## src/rtl/fifo_stream_reader.sv

```systemverilog
// Read-side consumer for synchronous_fifo: turns the FIFO read port into a valid/ready stream.
// Optional beat counter is enabled by defining FIFO_RD_CNT_EN.
module fifo_stream_reader #(
   parameter int WIDTH     = 8,
   parameter int CNT_WIDTH = 16
) (
   input  logic             clk,
   input  logic             rst_n,
   input  logic             en,
   input  logic             fifo_empty,
   input  logic [WIDTH-1:0] fifo_data_out,
   output logic             fifo_r_en,
   output logic             m_valid,
   output logic [WIDTH-1:0] m_data,
   input  logic             m_ready,
   output logic             idle
`ifdef FIFO_RD_CNT_EN
   ,
   output logic [CNT_WIDTH-1:0] beat_count
`endif
);

   logic [1:0]       occ_q, occ_d;
   logic             inflight_q, inflight_d;
   logic [WIDTH-1:0] head_q, head_d;
   logic [WIDTH-1:0] tail_q, tail_d;
   logic             pop;
   logic [1:0]       occAfterPop;
   logic [2:0]       occSum;

   // Issue a read only if the word it returns is guaranteed a free buffer slot.
   always_comb begin
      pop         = (occ_q != 2'd0) && m_ready;
      occSum      = {1'b0, occ_q} + {2'b00, inflight_q} - {2'b00, pop};
      occAfterPop = occ_q - {1'b0, pop};
      fifo_r_en   = rst_n && en && !fifo_empty && (occSum <= 3'd1);
      occ_d       = occSum[1:0];
      inflight_d  = fifo_r_en;
      head_d      = head_q;
      tail_d      = tail_q;
      if (pop) begin
         head_d = tail_q;
      end
      if (inflight_q) begin
         if (occAfterPop == 2'd0) begin
            head_d = fifo_data_out;
         end else begin
            tail_d = fifo_data_out;
         end
      end
   end

   always_ff @(posedge clk) begin
      if (!rst_n) begin
         occ_q      <= 2'd0;
         inflight_q <= 1'b0;
         head_q     <= '0;
         tail_q     <= '0;
      end else begin
         occ_q      <= occ_d;
         inflight_q <= inflight_d;
         head_q     <= head_d;
         tail_q     <= tail_d;
      end
   end

   assign m_valid = (occ_q != 2'd0);
   assign m_data  = head_q;
   assign idle    = (occ_q == 2'd0) && !inflight_q;

   occNoOverflow: assert property (@(posedge clk) disable iff (!rst_n) occSum <= 3'd2);

`ifdef FIFO_RD_CNT_EN
   logic [CNT_WIDTH-1:0] beatCount_q;

   always_ff @(posedge clk) begin
      if (!rst_n) begin
         beatCount_q <= '0;
      end else if (pop) begin
         beatCount_q <= beatCount_q + CNT_WIDTH'(1);
      end
   end

   assign beat_count = beatCount_q;
`else
   // CNT_WIDTH sizes only the beat counter; keep it referenced in this build.
   if (CNT_WIDTH < 1) begin : gInvalidCntWidth
   end
`endif

endmodule

```

## config.mk

```make
export PLATFORM = sky130hd
export DESIGN_NAME = fifo_stream_reader
export DESIGN_NICKNAME = d
export VERILOG_FILES = /design/src/rtl/fifo_stream_reader.sv
export SDC_FILE = /design/constraint.sdc
export NUM_CORES = 1
export LEC_CHECK = 0
export ABC_CLOCK_PERIOD_IN_PS = 2920
export CORE_MARGIN = 2
export CORE_UTILIZATION = 47
export DETAILED_ROUTE_END_ITERATION = 8
export PLACE_DENSITY = 0.83
export SLEW_MARGIN = 10
export SYNTH_ARGS = -nofsm -noshare
export SYNTH_HDL_FRONTEND = slang
export SYNTH_SLANG_ARGS = --single-unit
```

## constraint.sdc

```tcl
create_clock -name clk -period 2.92 [get_ports clk]
set_input_delay 0.73 -clock clk [delete_from_list [all_inputs] [get_ports clk]]
set_output_delay 0.73 -clock clk [all_outputs]
set_load 0.03 [all_outputs]
```

# Word-level counts from Yosys, hierarchy flattened
# Index checks and enable logic that the tools add are counted.
# Widths: inputs -> output; s select.
# word_totals
input_bits	13
output_inout_bits	11
wordCells	23
reg_bits	19
# classes
magnitude_cmp	1
n_reduce_logical	11
n_addsub	3
mux	3
bitwise_logic	1
# op_table
op	n
$mux 8	3
$logic_and 1x1->1	5
$logic_not 2->1	2
$add 2x1->3	1
$le 3x1->1 const B	1
$sub 3x1->3	1
$logic_not 1->1	2
$reduce_and 2->1	1
$reduce_bool 2->1	1
$sub 2x1->2	1
$not 1->1	1

# Logic depth before layout (Yosys ltp)
# depth
ltp_word	6
mapped_depth	9
ltp_nobuf	7

# Worst setup path before layout
# OpenSTA, ideal clock, no wires.
# synth_path
kind	in2out
startpoint	input m_ready
endpoint	output fifo_r_en
path_slack_ns	-0.648
arrival_time_ns	2.838
path_stages	7
path_cell_list	o21a_1 > clkbuf_1 > nand2b_1 > nand2_1 > ha_1 > fa_1 > nor4_1
# synth_via
elab_chain_cells	4
# synth_rtl
item	line	rtl
start: declaration	15	input logic m_ready,
$logic_and 1x1->1	33	pop = (occ_q != 2'd0) && m_ready;
$sub 3x1->3	34	occSum = {1'b0, occ_q} + {2'b00, inflight_q} - {2'b00, pop};
named net occSum[1]	29	logic [2:0] occSum;
$le 3x1->1	36	fifo_r_en = rst_n && en && !fifo_empty && (occSum <= 3'd1);
$logic_and 1x1->1	36	
end: declaration	12	output logic fifo_r_en,
# The timed path passes the listed nets, and every way through them passes these cells.

# Worst setup path in the final report
# Ends and elaborated chain as after synthesis.

==> reports/results.ini <==
[status]
status=complete, but fails checks
violations=setup timing

[grt]
gr-usage-met2_pct=34.5
grt_use_total_pct=18.9
grt_pass1_wl_um=3550
grt_pass1_vias=821
antenna_found_initial=0
use_met3_pct=3.68
met1_usage_pct=22.9
grt_max_degree=27
busiest_layer=met2
gr-total-overflow=0

[floorplan]
ios=24
rows=16
fp.dieW_um=48.9
fp.coreArea_sq_mm=0.00192
die_area_sq_mm=0.00239
initial_core_util_pct=49.3
die_h_um=48.9

[clock_network]
clk_latency_ps=290
numCtsBuffers=3
cts_tree=done
cts_sinks=19
cts_buffer_depth=2
hold_buffers=0
cts_max_level=1
clkTransAtPathRegs_ps=110
cts-root-buf=clkbuf_4

[layout]
fillCellCount=148
syn_to_final_growth_pct=41.6
antennaDiodeCount=0
nets=149
drive_above_1_share_pct=27.8
final_cell_count_no_fill=160
postLayoutCoreUtil_pct=69.8

[pwr]
power.density_mw_per_mm2=723
ir_drop_v=0.000417
p_leak_uw=0.000459

[timing]
hold_viol=0
maxSlewHeadroom_pct=66.4
finalMaxSlewViolations=0
maxClockFrequency_mhz=340
rsz0062_at_grt=true
setup_violations=1
worstMarginPinSlew_ps=503
finalClockSkew_ps=0.876
period_share_pct=101
setup_slack_ps=-19.5
whs_ps=467
min_period_ps=2940

[worst_setup_path]
end_kind=output port
criticalPathCategory=in -> out
start_kind=primary input
cp.arrival_ps=2210
worstPathRequired_ps=2190
critical_path_peak_fanout=3

[worst_hold_path]
hold_class=reg -> reg

[synth]
syn_area_per_cell_sq_um=9.11
synth_cell_types=23
async_flop_share_pct=0
synth_common_cells=nand2_1, dfxtp_1, a31oi_2, mux2i_1, o31ai_1
synthDominantCellAreaShare_pct=40.2
synth_flop_cell=dfxtp_1
synth.most_common_cell=nand2_1
ys_top_cells_by_area=dfxtp_1, nand2_1, a31oi_2
synth_area_leader_cell=dfxtp_1
synth_cells=104
syn_nets=119
synth_enable_flop_cells=0
synth_seq_cells=19
synth_warnings=0
seq_area_frac_synth_pct=40.2
syn_area_sq_um=947

[route]
first_pass_iters=4
ant_nets=0
wl_um=2170
drt_iter0_drc=8
viasPerCell=5.17
vias=827
drc=0
wire_per_inst_um=13.6

[placed_design]
dp.cells=152
place.detailed.hpwl_um=1450
globalplace.congestion=0.688
portBuffers=23

[job]
maxCapViolCount=0

==> worst paths after layout <==
path,startpoint,to,slack (ps),cells after the start
max,m_ready,fifo_r_en,-20,8
min,tail_q[0],tail_q[0],470,2
max reg2reg,occ_q[0],inflight_q,920,9
min reg2reg,tail_q[0],tail_q[0],470,2
==> sequential cells by signal (all words and copies together), names as in the netlist <==
name / cells
inflight_q: 1
m_data: 8
occ_q: 2
tail_q: 8
==> metal layers <==
layer	vias up	share of wire, %
li1	413	-
met1	389	43
met2	23	52
met3	2	3.7
met4	0	0.74
met5	-	0
==> kinds of logic (layout without fill, tap and decap cells) <==
family,after synthesis,in the layout,synth area share (%)
muxes,8,8,8.45
DFF,19,19,40.2
xor gates and xnor gates,1,1,0.925
adders and majority gates,2,2,3.43
buffers and inverters,10,39,7.00
and+or+nand+nor,45,45,21.0
AOI/OAI and AO/OA,19,19,19.0
==> placed cells by master, fill, tap and decap left out <==
master / n
o21ai_2: 1
or2_1: 1
inv_1: 1
nand2_1: 34
nor4_1: 1
dfxtp_1: 17
nor2b_1: 1
buf_8: 1
o21a_1: 1
ha_4: 1
nand2b_4: 2
clkdlybuf4s50_1: 21
fa_2: 1
nor2_1: 1
nor4_4: 1
buf_4: 12
dfxtp_4: 1
a31oi_2: 8
and2_1: 2
xnor2_4: 1
clkinv_2: 1
nand2_4: 1
or2_2: 1
o21a_4: 1
dfxtp_2: 1
o31ai_1: 8
clkbuf_4: 3
mux2i_1: 8
==> power by group <==
group,internal (uW),switching [uW],total (uW)
Sequential,301,41.1,342
Combinational,243,247,490
Clock,50.9,85.8,137
==> worst max-delay path: stages <==
cell and delay [ps]:
buf_8 100, o21a_4 120, nand2b_4 80, nand2_4 50, ha_4 150, fa_2 500, nor4_4 270, buf_4 190
==> layout make-up <==
type / instances / area, sq um / area share (%)
Multi-Input combinational cell: 75 / 576 / 42.9
Sequential cell: 19 / 385 / 28.7
Timing Repair Buffer: 34 / 315 / 23.5
Tap cell: 27 / 33.8 / 2.52
Clock buffer: 3 / 22.5 / 1.68
Clock inverter: 1 / 5.00 / 0.373
Inverter: 1 / 3.75 / 0.280
==> metrics by stage <==
stage	total power (uW)	setup TNS [ps]	area [sq um]	setup WS (ps)
global route	1020	-58.1	1340	-58.1
detailed placement	753	-477	1220	-477
finish	969	-19.5	1340	-19.5
global placement	737	-438	1220	-438
CTS	914	-69.5	1290	-69.5
floorplan	597	-109	982	-109
==> repair_timing <==
action,in CTS,in global routing
endpoints found under the setup margin,1,1
gates resized for setup,10,7
pin swaps,3,4
buffers inserted,2,2
Power figures use the tool's default switching activity.
